==> config.mk <==
export PLATFORM = sky130hd
export DESIGN_NAME = mac3_sched
export DESIGN_NICKNAME = d
export VERILOG_FILES = /design/src/rtl/mac3_sched_pkg.sv /design/src/rtl/mac3_sched_arb.sv /design/src/rtl/mac3_sched.sv
export SDC_FILE = /design/constraint.sdc
export NUM_CORES = 1
export LEC_CHECK = 0
export CORE_MARGIN = 2
export CORE_UTILIZATION = 44
export DETAILED_ROUTE_END_ITERATION = 6
export PLACE_DENSITY = 0.81
export SLEW_MARGIN = 5
export SYNTH_ARGS = -nofsm -noshare
export SYNTH_HDL_FRONTEND = slang
export SYNTH_SLANG_ARGS = --single-unit
==> constraint.sdc <==
create_clock -name clk -period 7.2 [get_ports clk]
set_input_delay 0.72 -clock clk [delete_from_list [all_inputs] [get_ports clk]]
set_output_delay 0.72 -clock clk [all_outputs]
set_load 0.01 [all_outputs]
==> src/rtl/mac3_sched_pkg.sv <==
// mac3_sched_pkg
// Shared types and defaults for the two-requester a*b+c scheduler:
//   - FSM state encoding used by mac3_sched
//   - default operand width and valido timeout
//   - requester index type plus a helper turning an index into a one-hot pair
package mac3_sched_pkg;

  localparam int DW_DEFAULT      = 32;
  localparam int TIMEOUT_DEFAULT = 8;

  // Wide enough for any legal TIMEOUT (2..255).
  localparam int TO_CNT_W = 8;

  typedef enum logic [2:0] {
    IDLE,
    SEND_A,
    SEND_B,
    SEND_C,
    WAIT,
    RESP
  } state_t;

  typedef logic reqIdx_t;

  function automatic logic [1:0] idxToOneHot(input reqIdx_t idx);
    return idx ? 2'b10 : 2'b01;
  endfunction

endpackage

==> src/rtl/mac3_sched_arb.sv <==
// rr_arb2
// Two-way round-robin arbiter. Holds a pointer to the last granted requester;
// on a tie the pointed-to requester loses. A lone requester always wins.
// Ports:
//   clk, rst   clock and asynchronous active-high reset (pointer resets to 1)
//   req_i      pending requests
//   advance_i  winner is being granted this cycle: move pointer to it
//   gnt_o      combinational one-hot winner (0 when no request)
module rr_arb2
  import mac3_sched_pkg::*;
(
  input  logic       clk,
  input  logic       rst,
  input  logic [1:0] req_i,
  input  logic       advance_i,
  output logic [1:0] gnt_o
);

  reqIdx_t ptr_q;

  always_comb begin
    gnt_o = 2'b00;
    case (req_i)
      2'b01:   gnt_o = 2'b01;
      2'b10:   gnt_o = 2'b10;
      2'b11:   gnt_o = ptr_q ? 2'b01 : 2'b10;
      default: gnt_o = 2'b00;
    endcase
  end

  always_ff @(posedge clk or posedge rst) begin
    if (rst) begin
      ptr_q <= 1'b1;
    end else if (advance_i && (gnt_o != 2'b00)) begin
      ptr_q <= gnt_o[1];
    end
  end

endmodule

==> src/rtl/mac3_sched.sv <==
// mac3_sched
// Schedules jobs from two operand sources onto one shared a*b+c datapath.
// A granted triplet is streamed as three validi beats (a, b, c), the block
// waits for valido (or a timeout), then pulses rsp_valid to the winner.
// Ports:
//   clk, rst             clock, asynchronous active-high reset
//   req[1:0]             job pending per requester, held until gnt
//   a0/b0/c0, a1/b1/c1   operand triplets, stable while req is high
//   gnt[1:0]             one-hot grant pulse
//   rsp_valid[1:0]       one-hot response pulse
//   rsp_data, rsp_err    response payload (0 outside the pulse)
//   validi, data_in      operand beats to the datapath
//   valido, data_out     result from the datapath
//   proto_err            sticky: valido arrived while not waiting for it
module mac3_sched
  import mac3_sched_pkg::*;
#(
  parameter int DW      = DW_DEFAULT,
  parameter int TIMEOUT = TIMEOUT_DEFAULT
) (
  input  logic          clk,
  input  logic          rst,
  input  logic [1:0]    req,
  input  logic [DW-1:0] a0,
  input  logic [DW-1:0] b0,
  input  logic [DW-1:0] c0,
  input  logic [DW-1:0] a1,
  input  logic [DW-1:0] b1,
  input  logic [DW-1:0] c1,
  output logic [1:0]    gnt,
  output logic [1:0]    rsp_valid,
  output logic [DW-1:0] rsp_data,
  output logic          rsp_err,
  output logic          validi,
  output logic [DW-1:0] data_in,
  input  logic          valido,
  input  logic [DW-1:0] data_out,
  output logic          proto_err
);

  localparam logic [TO_CNT_W-1:0] TO_LAST = TO_CNT_W'(TIMEOUT - 1);
  localparam logic [TO_CNT_W-1:0] CNT_ONE = TO_CNT_W'(1);

  state_t              state_q, state_d;
  logic [1:0]          gnt_q, gnt_d;
  logic [1:0]          rspValid_q, rspValid_d;
  logic [DW-1:0]       rspData_q, rspData_d;
  logic                rspErr_q, rspErr_d;
  logic                validi_q, validi_d;
  logic [DW-1:0]       dataIn_q, dataIn_d;
  logic                protoErr_q, protoErr_d;
  logic [TO_CNT_W-1:0] toCnt_q, toCnt_d;
  logic [DW-1:0]       opA_q, opB_q, opC_q;
  reqIdx_t             winner_q;

  logic [1:0]          arbGnt;
  logic                arbAdvance;

  rr_arb2 uArb (
    .clk       (clk),
    .rst       (rst),
    .req_i     (req),
    .advance_i (arbAdvance),
    .gnt_o     (arbGnt)
  );

  // Grants are decided on the edge entering an IDLE cycle (from IDLE or
  // RESP), so gnt is a register and still lines up with IDLE. An IDLE cycle
  // that already shows a grant moves on to the a beat.
  always_comb begin
    state_d    = state_q;
    gnt_d      = 2'b00;
    arbAdvance = 1'b0;
    rspValid_d = 2'b00;
    rspData_d  = '0;
    rspErr_d   = 1'b0;
    toCnt_d    = '0;
    case (state_q)
      IDLE: begin
        if (gnt_q != 2'b00) begin
          state_d = SEND_A;
        end else if (req != 2'b00) begin
          gnt_d      = arbGnt;
          arbAdvance = 1'b1;
        end
      end
      SEND_A: state_d = SEND_B;
      SEND_B: state_d = SEND_C;
      SEND_C: state_d = WAIT;
      WAIT: begin
        if (valido) begin
          state_d    = RESP;
          rspValid_d = idxToOneHot(winner_q);
          rspData_d  = data_out;
        end else if (toCnt_q == TO_LAST) begin
          state_d    = RESP;
          rspValid_d = idxToOneHot(winner_q);
          rspErr_d   = 1'b1;
        end else begin
          toCnt_d = toCnt_q + CNT_ONE;
        end
      end
      RESP: begin
        state_d = IDLE;
        if (req != 2'b00) begin
          gnt_d      = arbGnt;
          arbAdvance = 1'b1;
        end
      end
      default: state_d = IDLE;
    endcase
  end

  // Beats are decoded from the next state so validi/data_in are registered
  // yet appear in the same cycle as SEND_A/B/C.
  always_comb begin
    validi_d = 1'b0;
    dataIn_d = '0;
    case (state_d)
      SEND_A: begin validi_d = 1'b1; dataIn_d = opA_q; end
      SEND_B: begin validi_d = 1'b1; dataIn_d = opB_q; end
      SEND_C: begin validi_d = 1'b1; dataIn_d = opC_q; end
      default: begin validi_d = 1'b0; dataIn_d = '0; end
    endcase
  end

  assign protoErr_d = protoErr_q | (valido && (state_q != WAIT));

  always_ff @(posedge clk or posedge rst) begin
    if (rst) begin
      state_q    <= IDLE;
      gnt_q      <= 2'b00;
      rspValid_q <= 2'b00;
      rspData_q  <= '0;
      rspErr_q   <= 1'b0;
      validi_q   <= 1'b0;
      dataIn_q   <= '0;
      protoErr_q <= 1'b0;
      toCnt_q    <= '0;
    end else begin
      state_q    <= state_d;
      gnt_q      <= gnt_d;
      rspValid_q <= rspValid_d;
      rspData_q  <= rspData_d;
      rspErr_q   <= rspErr_d;
      validi_q   <= validi_d;
      dataIn_q   <= dataIn_d;
      protoErr_q <= protoErr_d;
      toCnt_q    <= toCnt_d;
    end
  end

  // Winner's operands are captured together with its grant.
  always_ff @(posedge clk or posedge rst) begin
    if (rst) begin
      winner_q <= 1'b0;
      opA_q    <= '0;
      opB_q    <= '0;
      opC_q    <= '0;
    end else if (gnt_d != 2'b00) begin
      winner_q <= gnt_d[1];
      opA_q    <= gnt_d[1] ? a1 : a0;
      opB_q    <= gnt_d[1] ? b1 : b0;
      opC_q    <= gnt_d[1] ? c1 : c0;
    end
  end

  assign gnt       = gnt_q;
  assign rsp_valid = rspValid_q;
  assign rsp_data  = rspData_q;
  assign rsp_err   = rspErr_q;
  assign validi    = validi_q;
  assign data_in   = dataIn_q;
  assign proto_err = protoErr_q;

endmodule

==> impl_metrics.toml, run 1 <==
[power]
pwr_density_cell_nw_per_um2 = 395
leakage_nw = 4.75
vdd_drop_max_v = 0.000271

[sta]
hold_violations = 0
setup_viol = 0
worst_pin_slew_ns = 1.16
rsz0062_at_grt = "no"
fmax_mhz = 314
finalCriticalPeriod_ns = 3.18
clock-skew-final_ns = 0.00657
slew_violations = 0
slew_headroom_pct = 22.1
setup_tns_ns = 0
min_period_over_period_pct = 44.2

[detailed_routing]
first_pass_iters = 5
wirelength_um = 22200
final_antenna_net_count = 0
wire_per_inst_um = 20.2
initialDrtViolationCount = 506
viasPerCell = 5.76
vias = 6346
drc = 0

[logic_synthesis]
ys_ff_latch = 180
synth_top_cell_area_share_pct = 59.4
ys_warn_count = 0
yosys.area.top_type = "dfrtp_1"
synthesis.nets = 830
ys_seq_area_share_pct = 59.7
yosys-top-cells-area = "dfrtp_1 (59%), a2bb2oi_2 (8.0%), o22ai_1 (8.0%)"
syn_area_per_cell_um2 = 12.6
synth-edff-count = 0
yosysUniqueCellTypes = 40
synth_ff_type = "dfrtp_1"
syn_area_um2 = 7540
syn_inst = 600
synth-async-reset-ratio_pct = 100

[global_routing]
grt_max_degree = 110
grt_antenna_before_repair = 0
grt_pass1_wl_um = 34400
grt_pass1_vias = 6387
grt_usage_pct = 24.5
grt_remaining_overflow = 0

[worst_setup_path]
worstPathCellList = "or4_1 -> a21o_1 -> nor2_4 -> buf_4 -> buf_4 -> a2bb2oi_1"
crit_arrival_ns = 3.52
critPathCaptureType = "flop"
reg2regPathDepth = 6
worst-path-stages = 6
cpLargestDelayFamily = "buffers and inverters"
critPathSlowestCell = "or4_1"
max_stage_delay_ns = 0.69
critPathKind = "flop to flop"
cpMostUsedCell = "buf_4"
cp.required_ns = 7.54
cp_num_buf_inv = 2
cp-start-kind = "flop"
critPathMaxFanout = 51

[clock_tree]
cts.path.max_buffers = 2
cts_resized = 0
cts_setup_buffers = 0
numClockSinks = 180
clk_pin_slew_ns = 0.07
cts_htree_levels = 4
hold_buffers = 0
clockRootBuffer = "clkbuf_16"
clk_latency_ns = 0.42
numCtsBuffers = 17
cts_tree = "yes"

[placed_design]
io_buffers = 299
dpl.hpwl_um = 15000
finalWeightedCongestion = 0.799

[floorplan]
die_width_um = 135
core_um2 = 16600
initial_utilization_pct = 45.3
die-height_um = 135
rows = 47
die_area_um2 = 18200
boundaryPins = 300

[status]
status = "finished, final reports clean"

[final_layout]
post-route-util_pct = 67.4
antenna_cells = 0
fin_nets = 1098
area_growth_pct = 48.7
layout-drive-gt1-share_pct = 10.8

[run]
maxCapViolCount = 0

[hold_path]
min_path_type = "flop to flop"
worstHoldPathCells = 1
## cell type report
cell class / count / area [µm²]
fill: 1254 / 5430
sequential: 180 / 4510
inverter: 37 / 144
tap: 220 / 275
timing repair buffer: 309 / 3070
clock inverter: 14 / 135
clock buffer: 18 / 439
multi-input combinational: 323 / 2650
## worst paths after layout
check | end | from | slack [ns]
max reg2reg | opC_q[3] | state_q[2] | 4.02
min reg2reg | toCnt_q[0] | toCnt_q[0] | 0.46
min | toCnt_q[0] | toCnt_q[0] | 0.46
max | opC_q[3] | state_q[2] | 4.02
min in group asynchronous | rsp_data[9] | rst | 0.87
max in group asynchronous | opA_q[3] | rst | 4.82
## per-stage QoR
stage / instances / worst slack (ns) / instance area [µm²] / power (mW) / hold slack, ns
2_1_floorplan: 600 / 1.59 / 7540 / 2.94 / 0.427
5_1_grt: 1101 / 3.90 / 11200 / 4.68 / 0.489
3_5_place_dp: 1069 / 3.70 / 10600 / 3.55 / 0.456
4_1_cts: 1101 / 4.03 / 11200 / 4.46 / 0.465
6_report: 1101 / 4.02 / 11200 / 4.43 / 0.457
3_3_place_gp: 1069 / 3.79 / 10600 / 3.49 / 0.446
## state kept, by name (all words and copies together), names as in the netlist
name and cells:
rsp_valid 2, state_q 3, rsp_err 1, uArb.ptr_q 1, opB_q 32, proto_err 1, data_in 32, opC_q 32
opA_q 32, rsp_data 32, gnt 2, winner_q 1, validi 1, toCnt_q 8
## logic make-up (layout without fill, tap and decap cells)
kind of cell	count (synthesis)	in the layout	synth area share, %
AOI/OAI and AO/OA	238	238	27.9
xor gates and xnor gates	5	5	0.581
adders and majority gates	1	1	0.166
buffers and inverters	97	378	5.81
DFF	180	180	59.7
and+or+nand+nor	79	79	5.82
## layout by cell type (no fill, tap or decap), types with 3 or more instances in the layout
master	instances
nor3_1	3
inv_1	36
o21ai_0	3
clkinv_4	3
o22ai_1	96
inv_8	3
nor3b_2	3
a2bb2oi_1	56
dfrtp_1	179
xnor2_1	3
nand3_1	4
a2bb2oi_2	40
clkdlybuf4s50_1	299
clkbuf_16	17
buf_4	10
and3_1	32
a222oi_1	32
nor2_1	17
inv_6	6
or2_2	3
nand2_1	7
## cell usage after synthesis (2+ instances only)
master / instances
nor3_1: 3
a2bb2oi_2: 40
buf_2: 11
a21oi_1: 2
a21o_1: 2
o22ai_1: 96
a2bb2oi_1: 56
dfrtp_1: 179
nor3b_1: 3
nor4_1: 2
inv_1: 37
or2_2: 3
nand2_1: 8
or4_1: 2
buf_4: 2
buf_8: 4
xnor2_1: 3
and3_1: 32
o21ai_0: 3
nand3_1: 4
xor2_1: 2
clkbuf_1: 41
nor2_1: 17
a222oi_1: 32
## worst register-to-register path: cells and delay by family, from the launching register on
family	cells	cell delay, ns
AOI/OAI and AO/OA	2	0.56
buffers and inverters	2	1.23
DFF	1	0.51
and+or+nand+nor	2	0.81
## per-layer routing
| layer | GRT usage [%] | vias to the layer above | routed length [µm] |
|---|---|---|---|
| met5 | 0 | - | 0 |
| met4 | 8.60 | 0 | 464 |
| li1 | - | 2874 | - |
| met1 | 31.8 | 3134 | 8810 |
| met3 | 5.89 | 30 | 1990 |
| met2 | 40.4 | 308 | 10900 |
## report_power, final
group / switching [mW] / leakage, nW / internal, mW
registers: 0.240 / 2.15 / 1.40
clock network: 0.424 / 0.277 / 0.469
logic: 0.922 / 2.33 / 0.981
(Power assumes the default switching activity.)
==> inputs of run 2 (changes only) <==
- clock period: 7.2 -> 3 ns (I/O delays scaled with it)
==> impl_metrics.toml, run 2 (synthesis results as in run 1) <==
[floorplan]
die-height_um = 135
rows = 47
initial_utilization_pct = 45.3
boundaryPins = 300
core_um2 = 16600
die_width_um = 135
die_area_um2 = 18200

[clock_tree]
clk_pin_slew_ns = 0.07
cts_htree_levels = 4
numCtsBuffers = 17
cts_resized = 0
cts.path.max_buffers = 2
clk_latency_ns = 0.43
cts_tree = "yes"
numClockSinks = 180
hold_buffers = 0
cts_setup_buffers = 0
clockRootBuffer = "clkbuf_16"

[detailed_routing]
viasPerCell = 5.69
initialDrtViolationCount = 474
final_antenna_net_count = 0
first_pass_iters = 6
wirelength_um = 22100
drc = 0
wire_per_inst_um = 19.8
vias = 6338

[run]
maxCapViolCount = 0

[worst_setup_path]
ff2ff_setup_slack_ns = 0.57
cp-startpoint = "state_q[2]"
reg2reg_to = "opB_q[2]"
cp-start-kind = "flop"
critPathKind = "flop to flop"
cp.required_ns = 3.33
crit_arrival_ns = 2.76
critPathMaxFanout = 43
reg2regPathDepth = 5
critPathCaptureType = "flop"
endpoint = "opB_q[2]"
reg2reg_from = "state_q[2]"

[sta]
slew_headroom_pct = 56.3
hold_violations = 0
rsz0062_at_grt = "no"
setup_tns_ns = 0
finalCriticalPeriod_ns = 2.43
setup_viol = 0
min_period_over_period_pct = 80.9
worst_pin_slew_ns = 0.655
slew_violations = 0
fmax_mhz = 412
layout_setup_ws_ns = 0.572
hold-worst-slack_ns = 0.252
clock-skew-final_ns = 0.0102

[final_layout]
mostFrequentLayoutCells = "clkdlybuf4s50_1 (299), dfrtp_1 (179), o22ai_1 (96)"
layout_commonest_cell = "clkdlybuf4s50_1"
area_growth_pct = 51.5
layoutNonFillerInstCount = 1113
post-route-util_pct = 68.7
fin_nets = 1109
layout-drive-gt1-share_pct = 11.7
stdcell_area_um2 = 11400

[power]
vdd_drop_max_v = 0.000528
leakage_nw = 4.85
pwr_density_cell_nw_per_um2 = 958
finalPower_mw = 11.0

[placed_design]
place_area_um2 = 10800
pre_cts_slack_ns = 0.624
dpl.hpwl_um = 15400
io_buffers = 299
post-place-cells = 1080
finalWeightedCongestion = 0.813

[global_routing]
grt_max_degree = 84
grt_pass1_wl_um = 34300
grt_antenna_before_repair = 2
grt_usage_pct = 24.5
grt_pass1_vias = 6427
grt_remaining_overflow = 0

[hold_path]
min_path_type = "input pin to async pin"

[status]
status = "finished, final reports clean"
==> run 2: cell types whose count changed in the layout (fill, tap and decap cells not counted), sizes merged <==
cell      previous run  this run
bufinv               0         4
clkbuf              18        19
diode                0         1
buf                 10        21
clkinvlp             2         5
clkinv               4         0
inv                 45        41
==> run 2: worst min path at each step <==
stage / to / slack [ns] / cells after the start
after floorplan: rsp_valid[0] / 0.43 / 1
after CTS: data_in[28] / 0.25 / 2
after global placement: proto_err / 0.44 / 1
after detailed placement: toCnt_q[0] / 0.45 / 1
final: data_in[25] / 0.25 / 2
after global routing: data_in[28] / 0.28 / 2
==> run 2: layout make-up <==
cell class	instances	area [µm²]
fill	1264	5220
timing repair buffer	320	3230
clock inverter	13	196
clock buffer	19	433
tap	220	275
antenna	1	2.50
inverter	37	143
multi-input combinational	323	2650
sequential	180	4510
==> run 2: metal layers <==
layer  wire length, µm  share of wire (%)  global-route usage (%)
met1              8530                 39                    30.2
met2             11100                 50                    40.9
met3              1910                8.7                    6.79
met4               523                2.4                    9.59
met5                16              0.073                       0
==> run 2: critical path, stage by stage, from the launching register on <==
cell       delay, ns
dfrtp_1         0.49
or4_1           0.70
a21o_1          0.28
nor2_4          0.15
buf_4           0.47
a2bb2oi_1       0.24
==> run 2: power by group <==
| group | total [mW] | leakage (nW) | switching [mW] | internal [mW] |
|---|---|---|---|---|
| combinational | 4.66 | 2.40 | 2.21 | 2.44 |
| sequential | 3.92 | 2.15 | 0.572 | 3.35 |
| clock | 2.37 | 0.293 | 0.960 | 1.41 |
==> inputs of run 3 (changes only) <==
- CORE_UTILIZATION: 44 -> 39
- PLACE_DENSITY: 0.81 -> 0.76
- clock period: 3 -> 2.05 ns (I/O delays scaled with it)
==> impl_metrics.toml, run 3 (synthesis results as in run 1) <==
[status]
status = "finished, final reports clean"

[clock_tree]
clk_pin_slew_ns = 0.07
numClockSinks = 180
clockRootBuffer = "clkbuf_16"
hold_buffers = 0
clk_latency_ns = 0.43
cts_htree_levels = 4
cts_tree = "yes"
numCtsBuffers = 17
cts.path.max_buffers = 2

[worst_setup_path]
ff2ff_setup_slack_ns = 0.09
worst-path-stages = 5
reg2regPathDepth = 5
critPathMaxFanout = 53
cp-startpoint = "state_q[2]"
critPathKind = "flop to flop"
reg2reg_from = "state_q[2]"
cp-start-kind = "flop"
cp.required_ns = 2.34
cp_num_buf_inv = 2
critPathCaptureType = "flop"
crit_arrival_ns = 2.25
endpoint = "opC_q[24]"
worstPathCellList = "or4_1 -> buf_4 -> a21oi_4 -> buf_12 -> a2bb2oi_1"
max_stage_delay_ns = 0.56
cpLargestDelayFamily = "simple AND/OR/NAND/NOR gates"
reg2reg_to = "opC_q[24]"
critPathSlowestCell = "or4_1"

[power]
combPwrFrac_pct = 45.8
leakage_nw = 4.98
p_seq_share_pct = 34.7
switching_share_pct = 35.1
clkPwrFrac_pct = 19.5
intPower_mw = 10.7
vdd_drop_max_v = 0.000996
p_sw_mw = 5.77
finalPower_mw = 16.5
pwr_density_cell_nw_per_um2 = 1400

[sta]
clock-skew-final_ns = 0.00872
finalCriticalPeriod_ns = 1.96
rsz0062_at_grt = "no"
slew_violations = 0
worst_pin_slew_ns = 0.908
layout_setup_ws_ns = 0.0877
min_period_over_period_pct = 95.7
hold_violations = 0
hold-worst-slack_ns = 0.112
slew_headroom_pct = 39.2
setup_viol = 0
fmax_mhz = 510
setup_tns_ns = 0

[final_layout]
layout-drive-gt1-share_pct = 13.5
nFillCells = 1471
mostFrequentLayoutCells = "clkdlybuf4s50_1 (299), dfrtp_1 (179), o22ai_1 (96)"
fin_nets = 1125
area_growth_pct = 55.8
antenna_cells = 0
layout_commonest_cell = "clkdlybuf4s50_1"
stdcell_area_um2 = 11800

[global_routing]
grt_pass1_vias = 6264
grt_pass1_wl_um = 33900
grt_remaining_overflow = 0
grt_max_degree = 54
grt_antenna_before_repair = 0
grt_usage_pct = 21.6

[floorplan]
die_area_um2 = 20500
die_width_um = 143
boundaryPins = 300
initial_utilization_pct = 40.1
core_um2 = 18800
die-height_um = 143
rows = 50

[placed_design]
finalWeightedCongestion = 0.840
place_area_um2 = 11100
dpl.hpwl_um = 15700
pre_cts_slack_ns = 0.0460
io_buffers = 299

[detailed_routing]
vias = 6303
initialDrtViolationCount = 526
wire_per_inst_um = 19.4
first_pass_iters = 7
wirelength_um = 22600
drc = 0
viasPerCell = 5.40
final_antenna_net_count = 0

[run]
maxCapViolCount = 0

[hold_path]
min_path_type = "input pin to async pin"
[run 3: cell count changes in the layout (fill, tap and decap cells not counted), sizes merged]
cell      before  now
buf           21   35
clkbuf        19   20
diode          1    0
clkinv         0    4
clkinvlp       5    4
bufinv         4    1
inv           41   42
[run 3: repair_timing]
item	CTS	global route
endpoints found under the setup margin	0	44
hold endpoints to repair	0	0
resized for setup	0	1
buffers inserted	0	1
[run 3: layer usage]
| layer | GRT usage [%] | routed length [µm] |
|---|---|---|
| met5 | 0 | 0 |
| met2 | 35.7 | 11200 |
| met3 | 4.59 | 1450 |
| met1 | 28.3 | 9640 |
| met4 | 7.35 | 375 |
[run 3: through the flow]
step	instances	util, %
2_1_floorplan	600	-
3_3_place_gp	1133	58.9
3_5_place_dp	1133	58.9
4_1_cts	1165	62.0
5_1_grt	1168	62.4
6_report	1168	62.4
[run 3: cell type report]
class                           count  area, µm²  area share [%]
Clock buffer                       18        439            3.74
Timing Repair Buffer              336       3540            30.2
Multi-Input combinational cell    323       2650            22.6
Inverter                           37        143            1.21
Sequential cell                   180       4510            38.3
Clock inverter                     14        141            1.20
Tap cell                          260        325            2.77
[run 3: worst min path at each step]
stage	startpoint	to	slack, ns	depth (start not counted)
4_1_cts	rst	opB_q[1]	0.11	2
6_report	rst	opC_q[30]	0.11	2
3_5_place_dp	proto_err	proto_err	0.44	1
3_3_place_gp	proto_err	proto_err	0.44	1
2_1_floorplan	valido	rsp_data[0]	0.36	1
5_1_grt	rst	opB_q[1]	0.15	2
[run 3: power by group through the flow]
stage,combinational [mW],sequential (mW),clock (mW)
after floorplan,4.67,5.66,0
after global placement,7.10,5.68,0
after detailed placement,7.30,5.71,0
after CTS,7.33,5.69,3.27
after global routing,8.09,5.82,3.41
final,7.54,5.70,3.21
